**config.mk**
```make
export PLATFORM = sky130hd
export DESIGN_NAME = plot_scheduler
export DESIGN_NICKNAME = d
export VERILOG_FILES = /design/src/rtl/plot_scheduler.sv
export SDC_FILE = /design/constraint.sdc
export NUM_CORES = 1
export LEC_CHECK = 0
export ABC_AREA = 1
export CAP_MARGIN = 20
export CORE_UTILIZATION = 55
export DETAILED_ROUTE_END_ITERATION = 8
export DONT_BUFFER_PORTS = 1
export GPL_TIMING_DRIVEN = 0
export PLACE_DENSITY = 0.7
export SLEW_MARGIN = 25
export SYNTH_ARGS = -nofsm -noshare
export SYNTH_HDL_FRONTEND = slang
export SYNTH_SLANG_ARGS = --single-unit
```
**constraint.sdc**
```tcl
create_clock -name clk -period 1.9 [get_ports clk]
set_input_delay 0.285 -clock clk [delete_from_list [all_inputs] [get_ports clk]]
set_output_delay 0.285 -clock clk [all_outputs]
set_load 0.02 [all_outputs]
```
**src/rtl/plot_scheduler.sv**
```systemverilog
// Arbitrates the single VGA pixel write port between a full-screen refresh
// engine (clear, then obstacle render) and one-pixel-at-a-time player plots.
module plot_scheduler #(
    parameter int          SCR_W    = 160,
    parameter int          SCR_H    = 120,
    parameter logic [2:0]  BG_COLOR = 3'b000
) (
    input  logic       clk,
    input  logic       reset,
    input  logic       start,
    input  logic [2:0] obs_mem,
    output logic [7:0] obs_x,
    output logic [6:0] obs_y,
    input  logic       p_req,
    input  logic [7:0] p_x,
    input  logic [6:0] p_y,
    input  logic [2:0] p_color,
    output logic       p_ack,
    output logic [7:0] x,
    output logic [6:0] y,
    output logic [2:0] color,
    output logic       plot,
    output logic       busy,
    output logic       done
);

    typedef enum logic [2:0] {IDLE, PLAYER, CLEAR, RENDER, DRAIN} state_t;

    localparam logic [7:0] X_LAST = 8'(SCR_W - 1);
    localparam logic [6:0] Y_LAST = 7'(SCR_H - 1);

    state_t     state_reg;
    logic [7:0] x_reg;
    logic [6:0] y_reg;
    logic [2:0] color_reg;
    logic [7:0] obs_x_reg;
    logic [6:0] obs_y_reg;
    logic       plot_reg;
    logic       p_ack_reg;
    logic       busy_reg;
    logic       done_reg;
    logic       dv_reg;
    logic       scan_reg;

    // x_reg/y_reg double as the clear raster counters and, while scanning,
    // as the one-cycle-delayed copy of the obstacle read address.
    always_ff @(posedge clk) begin
        if (!reset) begin
            state_reg <= IDLE;
            x_reg     <= '0;
            y_reg     <= '0;
            color_reg <= '0;
            obs_x_reg <= '0;
            obs_y_reg <= '0;
            plot_reg  <= 1'b0;
            p_ack_reg <= 1'b0;
            busy_reg  <= 1'b0;
            done_reg  <= 1'b0;
            dv_reg    <= 1'b0;
            scan_reg  <= 1'b0;
        end else begin
            p_ack_reg <= 1'b0;
            done_reg  <= 1'b0;
            case (state_reg)
                IDLE: begin
                    if (start) begin
                        state_reg <= CLEAR;
                        x_reg     <= '0;
                        y_reg     <= '0;
                        color_reg <= BG_COLOR;
                        plot_reg  <= 1'b1;
                        busy_reg  <= 1'b1;
                    end else if (p_req) begin
                        state_reg <= PLAYER;
                        x_reg     <= p_x;
                        y_reg     <= p_y;
                        color_reg <= p_color;
                        plot_reg  <= 1'b1;
                        p_ack_reg <= 1'b1;
                        busy_reg  <= 1'b1;
                    end
                end
                PLAYER: begin
                    state_reg <= IDLE;
                    x_reg     <= '0;
                    y_reg     <= '0;
                    color_reg <= '0;
                    plot_reg  <= 1'b0;
                    busy_reg  <= 1'b0;
                end
                CLEAR: begin
                    if (x_reg == X_LAST) begin
                        x_reg <= '0;
                        if (y_reg == Y_LAST) begin
                            state_reg <= RENDER;
                            y_reg     <= '0;
                            plot_reg  <= 1'b0;
                            scan_reg  <= 1'b1;
                            dv_reg    <= 1'b0;
                            obs_x_reg <= '0;
                            obs_y_reg <= '0;
                        end else begin
                            y_reg <= y_reg + 7'd1;
                        end
                    end else begin
                        x_reg <= x_reg + 8'd1;
                    end
                end
                RENDER: begin
                    x_reg  <= obs_x_reg;
                    y_reg  <= obs_y_reg;
                    dv_reg <= 1'b1;
                    if (obs_x_reg == X_LAST) begin
                        obs_x_reg <= '0;
                        if (obs_y_reg == Y_LAST) begin
                            state_reg <= DRAIN;
                            done_reg  <= 1'b1;
                            obs_y_reg <= '0;
                        end else begin
                            obs_y_reg <= obs_y_reg + 7'd1;
                        end
                    end else begin
                        obs_x_reg <= obs_x_reg + 8'd1;
                    end
                end
                DRAIN: begin
                    state_reg <= IDLE;
                    x_reg     <= '0;
                    y_reg     <= '0;
                    color_reg <= '0;
                    busy_reg  <= 1'b0;
                    scan_reg  <= 1'b0;
                    dv_reg    <= 1'b0;
                end
                default: state_reg <= IDLE;
            endcase
        end
    end

    // While scanning, the obstacle data arrives straight from the synchronous
    // RAM, so colour and write-enable follow it combinationally.
    assign color = scan_reg ? obs_mem : color_reg;
    assign plot  = scan_reg ? (dv_reg && (obs_mem != BG_COLOR)) : plot_reg;
    assign x     = x_reg;
    assign y     = y_reg;
    assign obs_x = obs_x_reg;
    assign obs_y = obs_y_reg;
    assign p_ack = p_ack_reg;
    assign busy  = busy_reg;
    assign done  = done_reg;

endmodule

```
# == Word level (Yosys, flattened, before mapping) ==
# Index checks and enable logic that the tools add are counted.
# totals
regBits,42
input_bits,25
output_inout_bits,37
elab_cells,94
# op_classes
add_sub_neg,4
eq_ne,13
mux,42
bitwise_logic,2
n_reduce_logical,21
# op_table
cell,count
7-bit two-way mux,8
8-bit two-way mux,6
8-bit one-hot mux with 4 select lines,1
7-bit one-hot mux with 4 select lines,1
3-bit two-way mux,9
8-bit by 1-bit adder with 8-bit output (second input constant),2
8-bit equality test (second input constant),2
8-bit one-hot mux with 2 select lines,1
3-bit AND reduction,5
7-bit by 1-bit adder with 7-bit output (second input constant),2
7-bit equality test (second input constant),2
7-bit one-hot mux with 2 select lines,1
1-bit two-way mux,9
3-bit one-hot mux with 3 select lines,1
3-bit nonzero test,3
2-bit inequality test (second input constant),4
4-bit AND reduction,2
3-bit by 2-bit equality test with 1-bit output (second input constant),2
1-bit one-hot mux with 3 select lines,2
3-bit one-hot mux with 2 select lines,1
2-bit nonzero test,3
5-bit AND reduction,1
1-bit one-hot mux with 2 select lines,2
2-bit AND reduction,2
9 further kinds,10

# == Depth between registers and ports, before layout ==
# Gate-level depths: netlist (run 1).
# depth
word_depth,4
ltp_mapped,10
depth_no_buf,10

# == Worst setup path before layout (run 1) ==
# OpenSTA, ideal clock, no wires.
# synth_timing
path_kind,register to register
from,register x_reg[0] (netlist: x[0])
to,register obs_y_reg[0] (netlist: obs_y[0])
setup_time_ns,0.116
t_arrival_ns,1.535
required_time_ns,1.784
setup_slack_ns,0.249
path_stages_with_launch,11
path_buffers,0
period_less_slack_ns,1.651
cell_sequence,dfxtp_1 > ha_1 > nand2_1 > nor2_4 > nand2_1 > nand2_4 > nand2_4 > nor2_8 > nand2_1 > nand2_1 > nor2_1
# synth_via
elab_chain_len,3
# synth_lines
element,line,source
"start, declared",33,logic [7:0] x_reg;
"start signal, assigned",75,x_reg <= p_x;
"start signal, assigned",106,x_reg <= x_reg + 8'd1;
"start signal, assigned",110,x_reg <= obs_x_reg;
8-bit equality test,92,if (x_reg == X_LAST) begin
2-bit inequality test (no source line),--,
4-bit AND reduction (no source line),--,
"end signal, assigned",120,obs_y_reg <= obs_y_reg + 7'd1;
"end, declared",37,logic [6:0] obs_y_reg;
# No other way between the ends.
# A chain may end at the register's enable or synchronous reset.

# == Worst setup path in the final report (run 1) ==
# Ends and elaborated chain as after synthesis.

==> results of run 1 <==
placed cells by master, fill, tap and decap left out, types with 2 or more instances in the layout:
cell      instances
nand4_1           8
ha_1              3
nand3b_1          2
a21oi_1          23
clkbuf_1          6
dfxtp_4           5
a22oi_1           2
nor2_2            3
dfxtp_1          34
o21bai_1          2
inv_1            35
dfxtp_2           3
o21ai_0          36
nand2_2           5
clkbuf_8          5
xor2_1            5
nand2_1         117
nor3_1            5
o21ai_1           6
nor2_1           51
buf_2             2
nor2_4            3
inv_2             3
buf_4             2
nand3_1          33
nand3_2           2
nand2_4           4
o22ai_1           2
cell families after synthesis:
family                     share of synthesized area, %
AOI/OAI and AO/OA                                  14.6
adders and majority gates                          1.90
buffers and inverters                              7.76
DFF                                                32.0
xor gates and xnor gates                           2.00
and+or+nand+nor                                    41.7
power groups by stage:
stage | Clock (W) | Combinational, W | Sequential [W]
after detailed placement | 0 | 0.00135 | 0.00155
after floorplan | 0 | 0.00110 | 0.00147
after CTS | 0.000723 | 0.00136 | 0.00153
after global routing | 0.000763 | 0.00157 | 0.00160
final | 0.000715 | 0.00138 | 0.00156
after global placement | 0 | 0.00132 | 0.00154
through the flow:
step / power [W] / setup slack [ns] / cells
after floorplan: 0.00256 / 0.249 / 412
after global placement: 0.00287 / 0.0315 / 464
after detailed placement: 0.00290 / 0.0223 / 464
after CTS: 0.00361 / 0.00856 / 472
after global routing: 0.00393 / 0.0118 / 472
final: 0.00366 / 0.181 / 472
critical path, delay by kind of cell, from the launching register on:
kind,cells,cell delay [ns]
DFF,1,0.41
and+or+nand+nor,6,0.80
AOI/OAI and AO/OA,1,0.20
adders and majority gates,1,0.20
cell type report:
type	instances	area (um2)
clock inverter	2	37.5
sequential	42	863
fill	455	1640
multi-input combinational	321	1590
clock buffer	6	72.6
buffer	10	55.1
inverter	39	149
tap	52	65.1
metal layers:
metal | vias to the layer above | routed length (um) | track usage [%]
met5 | - | 0 | 0
met4 | 0 | 163 | 11.3
met3 | 14 | 569 | 7.55
met2 | 107 | 3110 | 45.9
met1 | 1216 | 3220 | 39.2
li1 | 1358 | - | -
synth_stat cells, drive strengths merged:
library cell	instances
nor2	58
or2	1
nor3b	1
nor3	5
o22ai	2
nand2	126
clkbuf	5
o31ai	1
xor2	5
o21bai	2
nand3b	2
o21ai	42
nand4	9
xnor2	1
nand3	36
buf	5
a22oi	2
a21oi	24
ha	4
inv	39
dfxtp	42
repair_timing:
action	in CTS	in global routing
setup buffers	0	0
gates resized for setup	0	15
endpoints found under the setup margin	0	25
final timing paths:
check / start / to / depth (start not counted)
worst max-delay path: x[0]$_SDFFE_PN0P_ / obs_y[0]$_SDFFE_PN0P_ / 8
worst min-delay path: p_color[2] / color_reg[2]$_SDFFE_PN0P_ / 2
worst max register to register: x[0]$_SDFFE_PN0P_ / obs_y[0]$_SDFFE_PN0P_ / 8
worst min register to register: color_reg[0]$_SDFFE_PN0P_ / color_reg[0]$_SDFFE_PN0P_ / 2
==> impl_metrics.env, run 1 <==
export IMPL_critical_path_class="reg -> reg"
export IMPL_postSynthCellCount=412
export IMPL_htreeDepth=2
export IMPL_cts_sinks=42
export IMPL_yosysTopAreaCell="dfxtp_1"
export IMPL_dpl_cell_area_mm2=0.00269
export IMPL_crit_path_top_delay_cell="dfxtp_4"
export IMPL_clock_latency_ns=0.30
export IMPL_hpwlAfterDp_mm=5.20
export IMPL_grt_total_usage_pct=29.4
export IMPL_clkTransAtPathRegs_ns=0.08
export IMPL_die_width_um=71.1
export IMPL_intPower_w=0.00194
export IMPL_placement_io_buffers=0
export IMPL_tns_ns=0
export IMPL_syn_avg_cell_area_um2=6.38
export IMPL_drt_iter0_drc=238
export IMPL_cts_hold_buffers=0
export IMPL_switchingPower_w=0.00171
export IMPL_drive_gt1_share_pct=11.2
export IMPL_required_ns=2.09
export IMPL_overflow=0
export IMPL_grt_setup_unrepaired="false"
export IMPL_final_util_pct=63.3
export IMPL_routed_wl_mm=7.07
export IMPL_slew_headroom_pct=57.7
export IMPL_num_vias=2695
export IMPL_critPathCaptureType="flop"
export IMPL_cts_made_buffers=5
export IMPL_area_delta_synth_final_pct=7.71
export IMPL_via_per_inst=5.71
export IMPL_yosysWarnings=0
export IMPL_start_util_pct=58.7
export IMPL_remaining_drc_errors=8
export IMPL_netSwitchingFraction_pct=46.8
export IMPL_slew_violations=0
export IMPL_fin_crit_ns=1.72
export IMPL_ys_seq_elements=42
export IMPL_syn_nets=441
export IMPL_cp_max_fo=7
export IMPL_powerDensity_mw_per_mm2=1290
export IMPL_grt_max_degree=14
export IMPL_clockBufferDepth=2
export IMPL_yosysTopAreaCellShare_pct=32.0
export IMPL_die_area_mm2=0.00506
export IMPL_grt_pass1_wl_mm=11.6
export IMPL_startpoint_type="flop"
export IMPL_path_cells="ha_1 > nand2_1 > nor2_4 > nand2_1 > nand2_4 > nand3_2 > o21ai_0 > nor2_1"
export IMPL_finalHoldViolCount=0
export IMPL_holdWs_ns=0.0975
export IMPL_power_frac_clock_pct=19.5
export IMPL_core_rowCount=24
export IMPL_fin_area_mm2=0.00283
export IMPL_finalClockSkew_ns=0.00824
export IMPL_core_area_mm2=0.00447
export IMPL_synth_area_mm2=0.00263
export IMPL_p_leak_nw=1.17
export IMPL_cts_root_buf="clkbuf_8"
export IMPL_tightest_slew_ns=0.628
export IMPL_ios=62
export IMPL_drt_antenna_violating_nets=0
export IMPL_cts_tree="yes"
export IMPL_cp_common_cell="nand2_1"
export IMPL_max_freq_mhz=582
export IMPL_nets=448
export IMPL_grt_pass1_vias=2432
export IMPL_wl_per_cell_um=15.0
export IMPL_status="complete, but fails checks"
export IMPL_cap_violations=0
export IMPL_gp_congestion=0.890
export IMPL_fin_crit_sh_pct=90.5
export IMPL_seq_area_frac_synth_pct=32.0
export IMPL_violations="DRC"
export IMPL_pwr_share_seq_pct=42.6
export IMPL_synthDistinctLibCells=35
export IMPL_peakVddDrop_mv=0.526
export IMPL_antenna_found_initial=0
export IMPL_max_stage_delay_ns=0.41
export IMPL_hold_path_class="in -> reg"
export IMPL_insertedDiodeCount=0
export IMPL_combPwrFrac_pct=37.9
export IMPL_synthTopCellsByArea="dfxtp_1 (32%), nand2_1 (17%), nor2_1 (7.4%)"
export IMPL_reg2reg_setup_slack_ns=0.18
export IMPL_arrival_ns=1.91
export IMPL_dr_pass1_iters=7
export IMPL_setup_viol=0
export IMPL_die_h_um=71.1
No activity file was read; power rests on OpenSTA's default activity.
==> run 2, diff against run 1 <==
--- a/config.mk
+++ b/config.mk
@@ -7,11 +7,12 @@
 export LEC_CHECK = 0
 export ABC_AREA = 1
 export CAP_MARGIN = 20
-export CORE_UTILIZATION = 55
+export CORE_UTILIZATION = 45
+export CTS_CLUSTER_DIAMETER = 200
 export DETAILED_ROUTE_END_ITERATION = 8
 export DONT_BUFFER_PORTS = 1
 export GPL_TIMING_DRIVEN = 0
-export PLACE_DENSITY = 0.7
+export PLACE_DENSITY = 0.6
 export SLEW_MARGIN = 25
 export SYNTH_ARGS = -nofsm -noshare
 export SYNTH_HDL_FRONTEND = slang
==> impl_metrics.env, run 2 (same netlist as run 1, synthesis figures left out) <==
export IMPL_cts_tree="yes"
export IMPL_required_ns=2.09
export IMPL_grt_setup_unrepaired="false"
export IMPL_cts_sinks=42
export IMPL_worstHoldPathCells=2
export IMPL_clkTransAtPathRegs_ns=0.08
export IMPL_slew_violations=0
export IMPL_drt_antenna_violating_nets=0
export IMPL_grt_pass1_wl_mm=12.3
export IMPL_tightest_slew_ns=0.677
export IMPL_fin_crit_ns=1.72
export IMPL_clock_latency_ns=0.30
export IMPL_placement_io_buffers=0
export IMPL_final_common_cell="nand2_1"
export IMPL_startpoint="y[1]$_SDFFE_PN0P_"
export IMPL_max_freq_mhz=580
export IMPL_critical_path_class="reg -> reg"
export IMPL_wl_per_cell_um=15.2
export IMPL_grt_total_usage_pct=25.8
export IMPL_fin_crit_sh_pct=90.8
export IMPL_startpoint_type="flop"
export IMPL_cts_hold_buffers=0
export IMPL_clockBufferDepth=2
export IMPL_die_area_mm2=0.00615
export IMPL_dr_pass1_iters=4
export IMPL_finalClockSkew_ns=0.0101
export IMPL_nets=448
export IMPL_critPathCaptureType="flop"
export IMPL_cp_max_fo=7
export IMPL_holdPathEnd="color_reg[2]$_SDFFE_PN0P_"
export IMPL_slew_headroom_pct=54.4
export IMPL_die_width_um=78.4
export IMPL_ios=62
export IMPL_min_from="p_color[2]"
export IMPL_r2r_cells=8
export IMPL_core_rowCount=27
export IMPL_peakVddDrop_mv=0.545
export IMPL_drive_gt1_share_pct=11.2
export IMPL_multi_input_area_mm2=0.00158
export IMPL_register_area_um2=860
export IMPL_drt_iter0_drc=133
export IMPL_via_per_inst=5.41
export IMPL_place_worst_setup_slack_ns=0.00327
export IMPL_routed_wl_mm=7.46
export IMPL_setup_ws_ns=0.175
export IMPL_hpwlAfterDp_mm=5.53
export IMPL_start_util_pct=47.1
export IMPL_status="completed"
export IMPL_powerDensity_mw_per_mm2=1330
export IMPL_gp_congestion=0.877
export IMPL_final_cell_mix="nand2_1 (117), nor2_1 (52), o21ai_0 (36), inv_1 (35)"
export IMPL_setup_viol=0
export IMPL_grt_pass1_vias=2493
export IMPL_remaining_drc_errors=0
export IMPL_core_area_mm2=0.00557
export IMPL_area_delta_synth_final_pct=9.57
export IMPL_num_vias=2660
export IMPL_antenna_found_initial=0
export IMPL_cts_made_buffers=5
export IMPL_r2r_start="y[1]$_SDFFE_PN0P_"
export IMPL_tns_ns=0
export IMPL_cts_root_buf="clkbuf_8"
export IMPL_die_h_um=78.4
export IMPL_insertedDiodeCount=0
export IMPL_cap_violations=0
export IMPL_grt_max_degree=14
export IMPL_reg2reg_setup_slack_ns=0.18
export IMPL_arrival_ns=1.92
export IMPL_finalHoldViolCount=0
export IMPL_overflow=0
export IMPL_nFillCells=612
export IMPL_p_leak_nw=1.19
export IMPL_r2r_end="obs_y[0]$_SDFFE_PN0P_"
export IMPL_hold_path_class="in -> reg"
export IMPL_htreeDepth=2
-- run 2: changes by cell type in the layout (fill, tap and decap cells not counted) --
| cell | delta |
|---|---|
| nor2_1 | +1 |
| clkbuf_8 | +1 |
| dfxtp_2 | +3 |
| clkinvlp_4 | -1 |
| ha_1 | +1 |
| dfxtp_1 | -1 |
| nor2_2 | -1 |
| ha_2 | -1 |
| clkbuf_1 | -1 |
| bufinv_16 | +1 |
| dfxtp_4 | -2 |
-- run 2: stage by stage --
| step | utilization, % | instance area, um2 | std cells | total power, W | hold slack [ns] |
|---|---|---|---|---|---|
| after floorplan | - | 2630 | 412 | 0.00256 | 0.398 |
| after global placement | 48.8 | 2720 | 484 | 0.00289 | 0.402 |
| after detailed placement | 48.8 | 2720 | 484 | 0.00292 | 0.406 |
| after CTS | 51.3 | 2860 | 492 | 0.00382 | 0.0892 |
| after global routing | 51.6 | 2880 | 492 | 0.00413 | 0.0814 |
| final | 51.6 | 2880 | 492 | 0.00383 | 0.0925 |
-- run 2: how the worst max path moves through the flow --
stage                            endpoint  slack, ns  cells after the start
finish              obs_y[0]$_SDFFE_PN0P_       0.18                      8
global route        obs_y[0]$_SDFFE_PN0P_       0.01                      8
CTS                 obs_y[0]$_SDFFE_PN0P_       0.02                     10
detailed placement  obs_y[0]$_SDFFE_PN0P_      0.003                     10
global placement    obs_y[0]$_SDFFE_PN0P_       0.04                     10
floorplan           obs_y[0]$_SDFFE_PN0P_       0.25                     10
-- run 2: area by class of cell --
cell class / instances / share of cell area, %
multi-input combinational: 321 / 55.0
sequential: 42 / 29.9
inverter: 39 / 5.17
tap: 72 / 3.13
clock buffer: 6 / 2.87
clock inverter: 2 / 2.09
buffer: 10 / 1.91
-- run 2: critical path, cell delays in order (launching register included) --
cell,delay [ns]
dfxtp_2,0.43
ha_1,0.26
nand3_1,0.09
nor2_1,0.20
nand2_1,0.10
nand2_1,0.12
nand3_2,0.16
o21ai_0,0.20
nor2_1,0.05
-- run 2: where the power goes --
part	leakage (nW)	internal (W)	total [W]	switching [W]
clock	0.0714	0.000561	0.000895	0.000334
sequential	0.348	0.00109	0.00156	0.000469
combinational	0.773	0.000460	0.00137	0.000915
-- run 2: per-layer routing --
layer / global-route usage [%] / routed length [um]
met1: 34.3 / 3540
met2: 39.4 / 3270
met3: 8.26 / 533
met4: 8.33 / 115
met5: 0 / 0
-- run 2: repair_timing --
action	CTS	global route
setup buffers	0	0
pin swaps	0	0
gates resized for setup	1	11
endpoints found under the setup margin	2	23
